File: src/rtl/rdft_sliding_bin_if.sv
`timescale 1ns/1ps
`default_nettype none
// ============================================================================
//  Module   : rdft_sliding_bin_if
//  Purpose  : Sample/twiddle stream in, complex bin value and status out, for
//             the sliding-DFT bin stage.
//  Revision : 1.0  initial release
// ============================================================================
interface rdft_sliding_bin_if #(
   parameter int BITS = 16,
   parameter int N    = 8,
   parameter int TW   = 16
);
   localparam int AW = BITS + $clog2(N) + 1;

   logic                   in_valid;
   logic signed [BITS-1:0] in;
   logic signed [BITS-1:0] j_in;
   logic signed [TW-1:0]   tw_re;
   logic signed [TW-1:0]   tw_im;
   logic                   out_valid;
   logic signed [AW-1:0]   out;
   logic signed [AW-1:0]   j_out;
   logic                   primed;
   logic                   ovf;

   // Sample source side
   modport master (
      output in_valid, in, j_in, tw_re, tw_im,
      input  out_valid, out, j_out, primed, ovf
   );

   // DFT stage side
   modport slave (
      input  in_valid, in, j_in, tw_re, tw_im,
      output out_valid, out, j_out, primed, ovf
   );
endinterface
`default_nettype wire

File: src/rtl/rdft_sliding_bin.sv
`timescale 1ns/1ps
`default_nettype none
// ============================================================================
//  Module   : rdft_sliding_bin
//  Purpose  : Sliding-DFT single-bin stage. Per accepted sample computes
//             S(n) = (S(n-1) + x(n) - x(n-N)) * W with round half-up and
//             saturation; primed/ovf status; synchronous flush.
//  Revision : 1.0  initial release
// ============================================================================
module rdft_sliding_bin #(
   parameter int BITS = 16,
   parameter int N    = 8,
   parameter int TW   = 16
) (
   input logic               clk,
   input logic               rst_n,
   input logic               clear,
   rdft_sliding_bin_if.slave bus
);
   localparam int AW  = BITS + $clog2(N) + 1;
   localparam int PW  = $clog2(N);
   // Product width with headroom: |s| < 2^AW, |tw| <= 2^(TW-1), sum of two products
   localparam int PRW = AW + TW + 2;

   localparam logic [PW:0]            C_FULL = (PW+1)'(N);
   localparam logic signed [PRW-1:0] C_HALF = {{(PRW-TW+2){1'b0}}, 1'b1, {(TW-3){1'b0}}};
   localparam logic signed [PRW-1:0] C_MAX  = {{(PRW-AW+1){1'b0}}, {(AW-1){1'b1}}};
   localparam logic signed [PRW-1:0] C_MIN  = {{(PRW-AW+1){1'b1}}, {(AW-1){1'b0}}};

   // Registered state
   logic [PW-1:0]        wr_ptr_q, wr_ptr_d;
   logic [PW:0]          fill_q, fill_d;
   logic signed [AW-1:0] acc_re_q, acc_re_d;
   logic signed [AW-1:0] acc_im_q, acc_im_d;
   logic                 out_valid_q, out_valid_d;
   logic                 primed_q, primed_d;
   logic                 ovf_q, ovf_d;

   // Delay line storage (never reset: contents are gated by fill)
   logic signed [BITS-1:0] line_re_q [N];
   logic signed [BITS-1:0] line_im_q [N];

   // Datapath
   logic                   accept;
   logic signed [BITS-1:0] old_re, old_im;
   logic signed [BITS:0]   d_re, d_im;
   logic signed [AW:0]     s_re, s_im;
   logic signed [PRW-1:0]  sx_re, sx_im, twx_re, twx_im;
   logic signed [PRW-1:0]  p_re, p_im;
   logic signed [PRW-1:0]  r_re, r_im;
   logic                   sat_re, sat_im;
   logic signed [AW-1:0]   res_re, res_im;

   // Bin arithmetic for the sample currently presented
   always_comb begin
      accept = bus.in_valid & ~clear;
      old_re = (fill_q == C_FULL) ? line_re_q[wr_ptr_q] : '0;
      old_im = (fill_q == C_FULL) ? line_im_q[wr_ptr_q] : '0;
      d_re   = {bus.in[BITS-1], bus.in}     - {old_re[BITS-1], old_re};
      d_im   = {bus.j_in[BITS-1], bus.j_in} - {old_im[BITS-1], old_im};
      s_re   = {acc_re_q[AW-1], acc_re_q} + {{(AW-BITS){d_re[BITS]}}, d_re};
      s_im   = {acc_im_q[AW-1], acc_im_q} + {{(AW-BITS){d_im[BITS]}}, d_im};
      sx_re  = {{(PRW-AW-1){s_re[AW]}}, s_re};
      sx_im  = {{(PRW-AW-1){s_im[AW]}}, s_im};
      twx_re = {{(PRW-TW){bus.tw_re[TW-1]}}, bus.tw_re};
      twx_im = {{(PRW-TW){bus.tw_im[TW-1]}}, bus.tw_im};
      p_re   = sx_re * twx_re - sx_im * twx_im;
      p_im   = sx_re * twx_im + sx_im * twx_re;
      r_re   = (p_re + C_HALF) >>> (TW-2);
      r_im   = (p_im + C_HALF) >>> (TW-2);
      sat_re = (r_re > C_MAX) || (r_re < C_MIN);
      sat_im = (r_im > C_MAX) || (r_im < C_MIN);
      res_re = (r_re > C_MAX) ? C_MAX[AW-1:0] : (r_re < C_MIN) ? C_MIN[AW-1:0] : r_re[AW-1:0];
      res_im = (r_im > C_MAX) ? C_MAX[AW-1:0] : (r_im < C_MIN) ? C_MIN[AW-1:0] : r_im[AW-1:0];
   end

   // Next-state: flush wins over a coincident sample, idle holds everything
   always_comb begin
      wr_ptr_d    = wr_ptr_q;
      fill_d      = fill_q;
      acc_re_d    = acc_re_q;
      acc_im_d    = acc_im_q;
      primed_d    = primed_q;
      ovf_d       = ovf_q;
      out_valid_d = 1'b0;
      if (clear) begin
         wr_ptr_d = '0;
         fill_d   = '0;
         acc_re_d = '0;
         acc_im_d = '0;
         primed_d = 1'b0;
         ovf_d    = 1'b0;
      end else if (bus.in_valid) begin
         wr_ptr_d    = wr_ptr_q + 1'b1;
         fill_d      = (fill_q == C_FULL) ? fill_q : fill_q + 1'b1;
         primed_d    = (fill_d == C_FULL);
         acc_re_d    = res_re;
         acc_im_d    = res_im;
         ovf_d       = ovf_q | sat_re | sat_im;
         out_valid_d = 1'b1;
      end
   end

   // State registers, asynchronously cleared
   always_ff @(posedge clk or negedge rst_n) begin
      if (!rst_n) begin
         wr_ptr_q    <= '0;
         fill_q      <= '0;
         acc_re_q    <= '0;
         acc_im_q    <= '0;
         out_valid_q <= 1'b0;
         primed_q    <= 1'b0;
         ovf_q       <= 1'b0;
      end else begin
         wr_ptr_q    <= wr_ptr_d;
         fill_q      <= fill_d;
         acc_re_q    <= acc_re_d;
         acc_im_q    <= acc_im_d;
         out_valid_q <= out_valid_d;
         primed_q    <= primed_d;
         ovf_q       <= ovf_d;
      end
   end

   // Delay line write: the entry just read as x(n-N) is replaced by x(n)
   always_ff @(posedge clk) begin
      if (accept) begin
         line_re_q[wr_ptr_q] <= bus.in;
         line_im_q[wr_ptr_q] <= bus.j_in;
      end
   end

   // The outputs are the accumulator itself, so they hold between strobes
   assign bus.out       = acc_re_q;
   assign bus.j_out     = acc_im_q;
   assign bus.out_valid = out_valid_q;
   assign bus.primed    = primed_q;
   assign bus.ovf       = ovf_q;

endmodule
`default_nettype wire

File: src/flat_wrapper.sv
// flat-port wrapper written by rule: the top's interface ports become plain ports
module rdft_sliding_bin_flat 
#(
   parameter int BITS = 16,
   parameter int N    = 8,
   parameter int TW   = 16
)
  (clk, rst_n, clear, bus_in_valid, bus_in, bus_j_in, bus_tw_re, bus_tw_im, bus_out_valid, bus_out, bus_j_out, bus_primed, bus_ovf);
  rdft_sliding_bin_if #(.BITS(BITS), .N(N), .TW(TW)) bus_i ();
  input logic clk;
  input logic rst_n;
  input logic clear;
  input wire logic [$bits(bus_i.in_valid)-1:0] bus_in_valid;
  input wire logic [$bits(bus_i.in)-1:0] bus_in;
  input wire logic [$bits(bus_i.j_in)-1:0] bus_j_in;
  input wire logic [$bits(bus_i.tw_re)-1:0] bus_tw_re;
  input wire logic [$bits(bus_i.tw_im)-1:0] bus_tw_im;
  output wire logic [$bits(bus_i.out_valid)-1:0] bus_out_valid;
  output wire logic [$bits(bus_i.out)-1:0] bus_out;
  output wire logic [$bits(bus_i.j_out)-1:0] bus_j_out;
  output wire logic [$bits(bus_i.primed)-1:0] bus_primed;
  output wire logic [$bits(bus_i.ovf)-1:0] bus_ovf;
  assign bus_i.in_valid = bus_in_valid;
  assign bus_i.in = bus_in;
  assign bus_i.j_in = bus_j_in;
  assign bus_i.tw_re = bus_tw_re;
  assign bus_i.tw_im = bus_tw_im;
  assign bus_out_valid = bus_i.out_valid;
  assign bus_out = bus_i.out;
  assign bus_j_out = bus_i.j_out;
  assign bus_primed = bus_i.primed;
  assign bus_ovf = bus_i.ovf;
  rdft_sliding_bin #(.BITS(BITS), .N(N), .TW(TW)) u_core (.clk(clk), .rst_n(rst_n), .clear(clear), .bus(bus_i));
endmodule
File: config.mk
export PLATFORM = sky130hd
export DESIGN_NAME = rdft_sliding_bin_flat
export DESIGN_NICKNAME = d
export VERILOG_FILES = /design/src/rtl/rdft_sliding_bin_if.sv /design/src/rtl/rdft_sliding_bin.sv /design/src/flat_wrapper.sv
export SDC_FILE = /design/constraint.sdc
export NUM_CORES = 2
export LEC_CHECK = 0
export CAP_MARGIN = 20
export CELL_PAD_IN_SITES_DETAIL_PLACEMENT = 0
export CELL_PAD_IN_SITES_GLOBAL_PLACEMENT = 2
export CORE_MARGIN = 2
export CORE_UTILIZATION = 35
export CTS_BUF_LIST = sky130_fd_sc_hd__clkbuf_2 sky130_fd_sc_hd__clkbuf_4 sky130_fd_sc_hd__clkbuf_8
export CTS_CLUSTER_SIZE = 20
export DETAILED_ROUTE_END_ITERATION = 10
export GPL_ROUTABILITY_DRIVEN = 0
export PLACE_DENSITY_LB_ADDON = 0.15
export SYNTH_ARGS = -nofsm -noshare
export SYNTH_HDL_FRONTEND = slang
export SYNTH_SLANG_ARGS = --single-unit
File: constraint.sdc
create_clock -name clk -period 12.5 [get_ports clk]
set_input_delay 2.5 -clock clk [delete_from_list [all_inputs] [get_ports clk]]
set_output_delay 2.5 -clock clk [all_outputs]
set_load 0.01 [all_outputs]
==> reports/results.ini <==
[synthesis]
ys_warn_count = 0
synth_flop_cell = edfxtp_1
async_flop_share_pct = 16.34
synth_edf_count = 256
synth.distinct_cells = 92
synthCells = 7247
yosysSeqAreaShare_pct = 13.04
syn_avg_cell_area_um2 = 9.456
synth_seq_cells = 306
synthTopCellsByArea = fa_1 40%, edfxtp_1 11%, ha_1 10%
yosysTopAreaCellShare_pct = 39.96
synth_fp_nets = 9238
synth_top_area_cell = fa_1
synthesis.area_mm2 = 0.06853

[sta]
min_period_ns = 12.95
tightest_slew_ns = 1.105
fmax_ghz = 0.07722
setup_viol = 40
slew_violations = 0
slew_headroom_pct = 26.33
finalCritPeriodShare_pct = 103.6
rsz0062_at_grt = yes
setup_ws_ns = -0.4497
final_hold_viol_count = 0
finalClockSkew_ns = 0.06487

[route]
wire_per_inst_um = 20.68
ant_nets = 0
drt_iter0_markers = 2902
first_pass_iters = 7
routed_via_density = 4.788
wl_mm = 227.3
drc = 0
num_vias = 52630

[critical_path]
worst_ep_required_time_ns = 13.10
critPathMaxFanout = 8
cp_common_cell = fa_1
r2r_setup_slack_ns = -0.32
crit_slowest_cell = fa_1
reg2reg_from = u_core.wr_ptr_q[0]$_DFFE_PN0P_
r2r_cells = 57
crit_family = adder cells
startpoint_type = input port
endpoint_kind = register
critical_path_arrival_ns = 13.55
crit_type = in2reg
crit_buf_inv = 10
worstReg2RegEnd = u_core.bus.out[8]$_DFFE_PN0P_
cp_slowest_stage_delay_ns = 0.61

[floorplan]
die_area_mm2 = 0.1993
rows = 162
die_x_um = 446.5
start_util_pct = 35.18
ioPinCount = 111
coreArea_mm2 = 0.1948
die_h_um = 446.5

[cells_and_area]
layout-drive-gt1-share_pct = 21.70
seq_area_mm2 = 0.008947
area_delta_synth_final_pct = 24.79
fin_util_pct = 43.90
multi_input_area_mm2 = 0.05476
layout.nets = 10310
fillers = 19250

[hold_path]
hp-start = u_core.bus.j_out[11]$_DFFE_PN0P_
holdPathEnd = u_core.bus.j_out[11]$_DFFE_PN0P_
hold_path_depth = 1
hp-class = reg2reg

[clocking]
cts_buffers = 55
root_buffer = clkbuf_8
cts_tree = done
clock_tree.buffer_depth = 3
cts_sinks = 306
clk_latency_ns = 0.73
path_clk_slew_ns = 0.06
cts_hold_buf = 0
cts_max_level = 2

[grt]
grt_pass1_wl_mm = 354.0
grt_usage_pct = 23.40
overflow = 0
grt_pass1_vias = 57460
grt_max_degree = 51
antenna_found_initial = 9

[outcome]
status = finished, violations left
violations = setup timing

[placement]
io_buffers = 110
dp_hpwl_mm = 191.1

[job]
drv_cap = 0

worst reg2reg max path, delay by kind of cell, from the launching register on:
kind,cells,cell delay [ns]
buf+inv,12,1.51
flops,1,0.46
simple gates,13,2.09
compound gates,18,3.54
mux,1,0.35
xor+xnor,1,0.16
fa+ha+maj,12,4.59
cell usage in the layout (no fill, tap or decap), types with 25 or more instances in the layout:
cell and instances:
xnor2_1 133, inv_2 26, fa_1 1348, buf_6 37
clkbuf_8 56, nand4_1 25, a21oi_2 43, xnor2_2 27
nand2_1 726, dfrtp_1 47, mux2_2 40, buf_2 29
a21o_1 106, a21oi_1 170, o22ai_1 32, ha_4 41
a22oi_1 40, and2_1 544, inv_1 1563, clkdlybuf4s50_1 62
nor2b_1 59, xor2_1 56, nand3_1 65, edfxtp_1 256
o21a_1 54, mux2i_1 57, o21ai_0 67, nor2_1 288
nand2b_1 65, a221o_1 32, buf_12 65, nor3_1 28
and3_1 34, o21ai_1 26, buf_4 1140, ha_1 510
synth_stat cells (7+ instances only):
master    instances
a211oi_1         25
a21o_1          107
a21oi_1         221
a221o_1          32
a22oi_1          42
a31o_2            8
a31oi_1          19
and2_1          550
and3_1           40
buf_1             7
buf_2             7
clkbuf_1        328
dfrtp_1          50
edfxtp_1        256
fa_1           1368
ha_1            555
inv_1          1592
mux2_2           40
mux2i_1          58
nand2_1         740
nand2b_1         68
nand3_1          71
nand4_1          25
nor2_1          304
nor2b_1          67
nor3_1           41
o211ai_1         10
o21a_1           54
o21ai_0          87
o21ai_1          27
o21bai_1         21
o22ai_1          32
o31ai_1          12
or2_2            10
or3_1            18
xnor2_1         169
xor2_1           67
sequential cells by signal, indices dropped and copies added (netlist names):
name,cells
u_core.fill_q,4
u_core.bus.out_valid,1
u_core.bus.ovf,1
u_core.line_im_q,128
u_core.bus.out,20
u_core.bus.j_out,20
u_core.bus.primed,1
u_core.line_re_q,128
u_core.wr_ptr_q,3
layout make-up:
| cell class | instances | area share (%) |
|---|---|---|
| multi-input combinational | 5006 | 64.03 |
| timing repair buffer | 1356 | 13.31 |
| sequential | 306 | 10.46 |
| inverter | 1594 | 7.017 |
| tap | 2624 | 3.839 |
| clock buffer | 71 | 1.033 |
| clock inverter | 31 | 0.2897 |
| antenna | 5 | 0.01463 |
cell families after synthesis:
group                      share of synthesized area, %
AOI/OAI and AO/OA                                 7.630
muxes                                             1.587
buffers and inverters                             10.67
adders and majority gates                         50.10
DFF                                               13.04
xor gates and xnor gates                          3.016
and+or+nand+nor                                   13.95
what timing repair did:
item / CTS / global route
hold endpoints to repair: 0 / 0
pin swaps: 132 / 158
cloned: 5 / 1
resized for setup: 213 / 229
setup buffers: 47 / 33
endpoints found under the setup margin: 41 / 41
layer usage:
metal  share of wire [%]  global-route usage, %  routed length (um)
met1                  47                  33.34              106600
met2                  48                  39.58              109400
met3                 3.2                  1.685                7332
met4                 1.7                  3.713                3941
met5              0.0057                      0                  13
metrics by stage:
| step | hold slack [ns] | TNS (ns) | setup slack (ns) | cell area [um2] | cells |
|---|---|---|---|---|---|
| final | 0.5497 | -14.38 | -0.4497 | 85510 | 10990 |
| after floorplan | 0.4915 | -14.95 | -0.5402 | 69180 | 7247 |
| after global placement | 0.5417 | -96.11 | -2.471 | 81800 | 10810 |
| after global routing | 0.5872 | -29.92 | -0.8161 | 85510 | 10990 |
| after CTS | 0.5499 | -17.56 | -0.4732 | 84220 | 10960 |
| after detailed placement | 0.5384 | -94.19 | -2.431 | 81820 | 10810 |
worst max path at each step:
stage | start | endpoint | slack, ns | cells after the start
global placement | bus_in[1] | u_core.bus.j_out[18]$_DFFE_PN0P_ | -2.47 | 49
CTS | bus_j_in[1] | u_core.bus.j_out[18]$_DFFE_PN0P_ | -0.47 | 52
finish | bus_j_in[1] | u_core.bus.out[8]$_DFFE_PN0P_ | -0.45 | 49
floorplan | bus_j_in[1] | u_core.bus.out[10]$_DFFE_PN0P_ | -0.54 | 50
global route | u_core.wr_ptr_q[2]$_DFFE_PN0P_ | u_core.bus.out[7]$_DFFE_PN0P_ | -0.82 | 58
detailed placement | bus_in[1] | u_core.bus.out[0]$_DFFE_PN0P_ | -2.43 | 51
Power is left out: the tool's default activity adds up to more than one toggle a clock period on the data nets, which glitch-free logic cannot reach.
